$ cat src/rtl/clock_period_meter.sv
// clock_period_meter
// Measures a slow, asynchronous square wave against the 100 MHz board clock.
// It reports three values:
//   - the period between the last two rising edges,
//   - the high time within that period,
//   - the clock_divider setting that would reproduce the same frequency.
//
// Ports
//   clock_100MHz    in   board clock, all logic on its rising edge
//   reset           in   synchronous, active-high
//   clock_in        in   asynchronous signal under measurement
//   period_count    out  board cycles between the last two rising edges
//   high_count      out  board cycles clock_in was high within that period
//   div_count_value out  (period_count >> 1) - 1, or 0 for periods below 2
//   measure_valid   out  one-cycle pulse when the three results update
//   no_signal       out  high while no rising edge has been seen for
//                        TIMEOUT_COUNT cycles
module clock_period_meter #(
   parameter logic [31:0] TIMEOUT_COUNT = 32'd100_000_000
) (
   input  logic        clock_100MHz,
   input  logic        reset,
   input  logic        clock_in,
   output logic [31:0] period_count,
   output logic [31:0] high_count,
   output logic [31:0] div_count_value,
   output logic        measure_valid,
   output logic        no_signal
);

   typedef enum logic [1:0] {
      WAIT_FIRST = 2'd0,
      MEASURING  = 2'd1,
      TIMEOUT    = 2'd2
   } state_t;

   state_t      state_r;
   logic        sync1_r;
   logic        sync2_r;
   logic        prev_r;
   logic [31:0] cycle_cnt_r;
   logic [31:0] high_acc_r;
   logic        rise_s;
   logic        timeout_hit_s;
   logic [31:0] new_period_s;

   // Divider setting that regenerates a given period; odd periods round down.
   function automatic logic [31:0] div_from_period(input logic [31:0] period);
      logic [31:0] div;
      if (period < 32'd2) begin
         div = 32'd0;
      end else begin
         div = (period >> 1) - 32'd1;
      end
      return div;
   endfunction

   // Edge detect and the timeout condition; a rise always beats the timeout.
   always_comb begin
      rise_s        = sync2_r & ~prev_r;
      timeout_hit_s = (cycle_cnt_r == (TIMEOUT_COUNT - 32'd1)) && !rise_s;
      new_period_s  = cycle_cnt_r + 32'd1;
   end

   // Two-flop synchronizer plus history flop.
   // The flops reset high so that an input held high through reset is not
   // seen as a rising edge.
   always_ff @(posedge clock_100MHz) begin
      if (reset) begin
         sync1_r <= 1'b1;
         sync2_r <= 1'b1;
         prev_r  <= 1'b1;
      end else begin
         sync1_r <= clock_in;
         sync2_r <= sync1_r;
         prev_r  <= sync2_r;
      end
   end

   // Period counter and high-time accumulator, both restarted by each rise.
   // high_acc_r loads 1 on a rise because the rising sample itself was high.
   always_ff @(posedge clock_100MHz) begin
      if (reset) begin
         cycle_cnt_r <= 32'd0;
         high_acc_r  <= 32'd0;
      end else if (rise_s) begin
         cycle_cnt_r <= 32'd0;
         high_acc_r  <= 32'd1;
      end else begin
         if (state_r != TIMEOUT) begin
            cycle_cnt_r <= cycle_cnt_r + 32'd1;
         end else begin
            cycle_cnt_r <= cycle_cnt_r;
         end
         high_acc_r <= high_acc_r + {31'd0, sync2_r};
      end
   end

   // Measurement state machine with registered result outputs.
   // The first rise after reset or timeout only opens a period.
   always_ff @(posedge clock_100MHz) begin
      if (reset) begin
         state_r         <= WAIT_FIRST;
         period_count    <= 32'd0;
         high_count      <= 32'd0;
         div_count_value <= 32'd0;
         measure_valid   <= 1'b0;
         no_signal       <= 1'b0;
      end else begin
         measure_valid <= 1'b0;
         case (state_r)
            WAIT_FIRST: begin
               if (rise_s) begin
                  state_r <= MEASURING;
               end else if (timeout_hit_s) begin
                  state_r         <= TIMEOUT;
                  no_signal       <= 1'b1;
                  period_count    <= 32'd0;
                  high_count      <= 32'd0;
                  div_count_value <= 32'd0;
               end else begin
                  state_r <= WAIT_FIRST;
               end
            end
            MEASURING: begin
               if (rise_s) begin
                  period_count    <= new_period_s;
                  high_count      <= high_acc_r;
                  div_count_value <= div_from_period(new_period_s);
                  measure_valid   <= 1'b1;
                  state_r         <= MEASURING;
               end else if (timeout_hit_s) begin
                  state_r         <= TIMEOUT;
                  no_signal       <= 1'b1;
                  period_count    <= 32'd0;
                  high_count      <= 32'd0;
                  div_count_value <= 32'd0;
               end else begin
                  state_r <= MEASURING;
               end
            end
            TIMEOUT: begin
               if (rise_s) begin
                  state_r   <= MEASURING;
                  no_signal <= 1'b0;
               end else begin
                  state_r <= TIMEOUT;
               end
            end
            default: begin
               state_r         <= WAIT_FIRST;
               no_signal       <= 1'b0;
               period_count    <= 32'd0;
               high_count      <= 32'd0;
               div_count_value <= 32'd0;
            end
         endcase
      end
   end

endmodule

$ cat config.mk
export PLATFORM = sky130hd
export DESIGN_NAME = clock_period_meter
export DESIGN_NICKNAME = d
export VERILOG_FILES = /design/src/rtl/clock_period_meter.sv
export SDC_FILE = /design/constraint.sdc
export NUM_CORES = 1
export LEC_CHECK = 0
export ABC_AREA = 1
export CAP_MARGIN = 20
export CORE_UTILIZATION = 52
export CTS_CLUSTER_SIZE = 24
export DETAILED_ROUTE_END_ITERATION = 8
export GPL_ROUTABILITY_DRIVEN = 0
export HOLD_SLACK_MARGIN = 0.03
export PLACE_DENSITY = 0.77
export SLEW_MARGIN = 10
export SYNTH_ARGS = -nofsm -noshare
export SYNTH_HDL_FRONTEND = slang
export SYNTH_SLANG_ARGS = --single-unit
$ cat constraint.sdc
create_clock -name clock_100MHz -period 2.2 [get_ports clock_100MHz]
set_input_delay 0.22 -clock clock_100MHz [delete_from_list [all_inputs] [get_ports clock_100MHz]]
set_output_delay 0.22 -clock clock_100MHz [all_outputs]
set_load 0.02 [all_outputs]
After elaboration in Yosys (flattened, before gate mapping)
Cells that the tools add are included.
{"block": "classes", "reduce_logical": 8, "n_eq_ne": 8, "magnitude_cmp": 1, "muxes": 25, "bitwise": 4, "n_addsub": 3}
{"operator": "2-to-1 mux 32 bit", "count": 10}
{"operator": "one-hot mux 32 bit (3 select lines)", "count": 3}
{"operator": "adder 32 x 1 -> 32 bit", "count": 1}
{"operator": "adder 32 x 1 -> 32 bit (second input constant)", "count": 1}
{"operator": "equality test 32 x 27 -> 1 bit (second input constant)", "count": 1}
{"operator": "< comparator 32 x 2 -> 1 bit (second input constant)", "count": 1}
{"operator": "subtractor 31 x 1 -> 32 bit (second input constant)", "count": 1}
{"operator": "2-to-1 mux 2 bit", "count": 5}
{"operator": "inequality test 2 bit (second input constant)", "count": 4}
{"operator": "one-hot mux 2 bit (3 select lines)", "count": 1}
{"operator": "OR reduction 2 bit", "count": 3}
{"operator": "2-to-1 mux 1 bit", "count": 5}
{"operator": "inverter 1 bit", "count": 3}
{"operator": "AND reduction 3 bit", "count": 1}
{"operator": "equality test 2 x 1 -> 1 bit (second input constant)", "count": 1}
{"operator": "equality test 2 bit (second input constant)", "count": 1}
{"operator": "zero test 2 bit", "count": 1}
{"operator": "inequality test 2 x 1 -> 1 bit (second input constant)", "count": 1}
{"operator": "one-hot mux 1 bit (2 select lines)", "count": 1}
{"operator": "AND reduction 2 bit", "count": 1}
{"operator": "AND 1 bit", "count": 1}
{"operator": "logical AND 1 bit", "count": 1}
{"operator": "zero test 1 bit", "count": 1}
{"block": "word_totals", "ff_bits": 167, "in_bits": 3}

Logic depth before layout (Yosys ltp)
{"block": "depth", "depth_word": 7, "mapped_depth": 19}

Worst setup path after synthesis
Ideal clock, no wire load.
{"block": "synth_timing", "path_type": "register to register", "start": "register cycle_cnt_r[0]", "end": "register div_count_value[19]", "setup_slack_ps": -105, "t_arrival_ps": 2173, "t_required_ps": 2068, "path_stages_with_launch": 18, "cell_sequence": "dfxtp_1 -> ha_1 -> inv_2 -> nor2_4 -> nand2_4 -> inv_2 -> nand3_1 -> nand2_1 -> nand2_2 -> nor2_4 -> nand2_1 -> inv_2 -> nand3_4 -> buf_6 -> nand3_2 -> nand2_1 -> nand2_1 -> a21oi_1"}
{"block": "synth_via", "elab_chain_len": 5, "word_cells_on_any_way": 10}
{"element": "from (decl)", "line": "41", "source": "logic [31:0] cycle_cnt_r;"}
{"element": "from (signal assigned)", "line": "91", "source": "cycle_cnt_r <= cycle_cnt_r + 32'd1;"}
{"element": "from (signal assigned)", "line": "93", "source": "cycle_cnt_r <= cycle_cnt_r;"}
{"element": "adder 32 x 1 -> 32 bit or equality test 32 x 27 -> 1 bit (tied branches)", "line": "62, 61"}
{"element": "subtractor 31 x 1 -> 32 bit, or another cell as far along", "line": "53", "source": "div = (period >> 1) - 32'd1;"}
{"element": "2-to-1 mux 32 bit (on tied branches) (2 in series)"}
{"element": "one-hot mux 32 bit (3 select lines) (*)", "line": "111", "source": "case (state_r)"}
{"element": "to (signal assigned)", "line": "129", "source": "div_count_value <= div_from_period(new_period_s);"}
{"element": "to (decl)", "line": "26", "source": "output logic [31:0] div_count_value,"}
Every way passes the cells marked *; elsewhere a longest branch is shown, timed or not. The select of a mux whose other input is x is not followed.
A chain may end at the register's enable or synchronous reset.

Worst setup path in the final report
{"block": "layout_timing", "start": "register cycle_cnt_r[10]", "end": "register div_count_value[14]"}
The elaborated chain is that of the path after synthesis.

==> impl_metrics.csv <==
group,metric,value,unit
die,die_h,135,um
worst_setup_path,path_class,"flop to flop",
sta,fin_crit,2.47,ns
yosys,yosys-top-cells-area,"dfxtp_1, nand2_1, inv_1, o21ai_0, nand3_1",
worst_setup_path,max_stage_delay,0.41,ns
worst_setup_path,cp-startpoint,"cycle_cnt_r[10]",
yosys,ys_ff_latch,167,
global_route,grt_overflow_total,0,
yosys,synthXorXnorAreaFrac,0.0115,
sta,setup_ws,-0.272,ns
run_status,violations,"negative setup slack",
clock_tree,root_buffer,"clkbuf_16",
power_and_ir_drop,leakage,5.71,nW
sta,grt_setup_unrepaired,"yes",
worst_setup_path,slowest_stage,"dfxtp_1",
sta,timing.fmax,0.405,GHz
clock_tree,holdBufCountCts,0,
layout,finalNetCount,1682,
yosys,synth_top_family_by_area,"simple AND/OR/NAND/NOR gates",
die,die_x,135,um
min_path,min_path_type,"input pin to flop",
yosys,yosysWarnings,0,
yosys,netlist_area,9150,um^2
yosys,syn-num-nets,1409,
global_route,grt_pass1_vias,9909,
yosys,synth_top_area_frac,0.365,
worst_setup_path,rr_startpoint,"cycle_cnt_r[10]",
placed_design,port-buffer-count,100,
die,pin_count,101,
detailed_routing,drtIter0Drc,1167,
detailed_routing,antenna_left,0,
clock_tree,htreeDepth,4,
layout,antenna_cells,0,
power_and_ir_drop,max-vdd-ir-drop,0.735,mV
clock_tree,cts_made_buffers,17,
global_route,grt_pass1_wl,48.4,mm
die,core-area,17200,um^2
yosys,synth_mux_area_frac,0,
yosys,yosysSeqAreaShare,0.365,
sta,slew-limit-headroom,0.666,
global_route,grt_max_degree,49,
worst_setup_path,endpoint_kind,"flop",
global_route,antenna_found_initial,0,
yosys,synth-compound-area-share,0.156,
sta,hold_ws,0.356,ns
sta,final-setup-viol-count,37,
placed_design,post-dp-hpwl,21.4,mm
yosys,synth_top_area_cell,"dfxtp_1",
sta,fin_tns_setup,-6.89,ns
detailed_routing,vias,10800,
flow_run,drv_cap,0,
clock_tree,clkLatencyLatePin,0.44,ns
worst_setup_path,cp.required,2.51,ns
die,start_util,0.531,
worst_setup_path,r2r_setup_slack,-0.27,ns
sta,skew,0.0143,ns
clock_tree,path_clk_slew,0.07,ns
worst_setup_path,cp.arrival,2.78,ns
global_route,grt_usage,0.337,
layout,syn_to_final_growth,42.1,%
worst_setup_path,path_max_fanout,22,
yosys,synthSimpleGateAreaFrac,0.358,
yosys,synth_flop_cell,"dfxtp_1",
detailed_routing,vias_per_cell,5.66,
detailed_routing,wire_per_inst,16.9,um
run_status,outcome,"finished with violations",
die,std_cell_rows,48,
sta,final_hold_viol_count,0,
yosys,synthCells,1402,
yosys,synth_edf_count,0,
clock_tree,cts_buffer_depth,2,
yosys,ys_async_sr_fraction,0,
sta,tightest_slew,0.500,ns
power_and_ir_drop,power.density,539,nW/um^2
worst_setup_path,cp_common_cell,"nand2_1",
sta,fin_crit_sh,1.12,
yosys,synth_common_cells,"nand2_1, inv_1, dfxtp_1",
sta,maxSlewViolCount,0,
min_path,hold_start,"clock_in",
worst_setup_path,path_cells,"nand2_1 > nor2_2 > nand2_1 > nor2_4 > buf_6 > nand3_2 > nand2_2 > nand2_2 > nor2_1 > nand2_1 > inv_2 > nand3_4 > buf_12 > nand3_1 > nand2_1 > nand2_1 > a21oi_2",
detailed_routing,drc,0,
worst_setup_path,start_kind,"flop",
clock_tree,cts_tree,"built",
yosys,synth.most_common_cell,"nand2_1",
detailed_routing,drt_pass1_iterations,7,
yosys,synth_cell_type_count,39,
clock_tree,cts.sinks,167,
detailed_routing,wirelength,32.3,mm
die,die_area,18100,um^2
yosys,synth_area_per_cell,6.53,um^2
layout,drive_above_1_share,0.263,
yosys,synth_fa_ha_area_frac,0.00547,
==> logic make-up (layout without fill, tap and decap cells) <==
logic type	count (synthesis)	in the layout
AO/OA/AOI/OAI	267	267
XOR/XNOR	12	12
adder cells (fa/ha/maj)	4	4
buffers and inverters	247	533
flip-flops	167	167
AND/OR/NAND/NOR	705	705
==> path summary, 6_finish.rpt <==
| kind | to | cells past startpoint |
|---|---|---|
| worst min-delay path | sync1_r | 2 |
| worst max-delay path | div_count_value[14] | 17 |
| worst min register to register | sync2_r | 1 |
| worst max register to register | div_count_value[14] | 17 |
==> metal layers <==
layer  track usage  up-vias  routed length, um
met3        0.0574      134               2610
met4         0.171        0               1490
met5             0        -                  0
met2         0.584      613              15800
li1              -     5088                  -
met1         0.401     4985              12400
==> power by group <==
part | total [mW] | switching [mW] | internal, mW
Clock | 3.06 | 1.43 | 1.63
Sequential | 3.06 | 0.0218 | 3.04
Combinational | 0.886 | 0.543 | 0.343
==> through the flow <==
step	area (um^2)	setup WS (ns)	std cells	util	power, mW
floorplan	9170	0.0328	1402	-	3.66
CTS	12600	-0.138	1899	0.732	6.97
global route	13000	-0.401	1913	0.755	7.21
detailed placement	11500	-0.272	1839	0.669	3.92
finish	13000	-0.272	1913	0.755	7.01
global placement	11500	-0.254	1839	0.669	3.91
==> sequential cells by signal, summed over array words and instances, names as in the netlist, 2 cells and up <==
name / count
high_acc_r: 32
period_count: 32
div_count_value: 32
high_count: 32
state_r: 2
cycle_cnt_r: 32
==> cells in the final DEF, fill, tap and decap left out, types with 33 or more instances in the layout <==
master / n
nor2_1: 62
inv_1: 175
o21ai_0: 114
nand3_1: 110
nand2_1: 337
buf_4: 199
nor2_4: 33
dfxtp_1: 150
a21oi_1: 98
nand2_2: 44
clkdlybuf4s50_1: 100
==> critical path, delay by kind of cell, from the launching register on <==
family / cells / cell delay [ns]
AOI/OAI and AO/OA: 1 / 0.05
buffers and inverters: 3 / 0.40
DFF: 1 / 0.41
and+or+nand+nor: 13 / 1.48
==> cell type report <==
class	count	area, um^2
clock inverter	15	181
fill	1241	4230
tap	225	282
clock buffer	17	425
sequential	167	3370
inverter	194	733
multi-input combinational	988	5380
timing repair buffer	307	2630
==> repair_timing <==
action                     4_1_cts  5_1_grt
buffers inserted                29       15
hold endpoints to repair         0        0
gates cloned                     0        1
pin swaps                       37       34
gates resized for setup         77       88
setup endpoints to repair       42      113
Note: power is estimated with default switching activity, not from simulation.
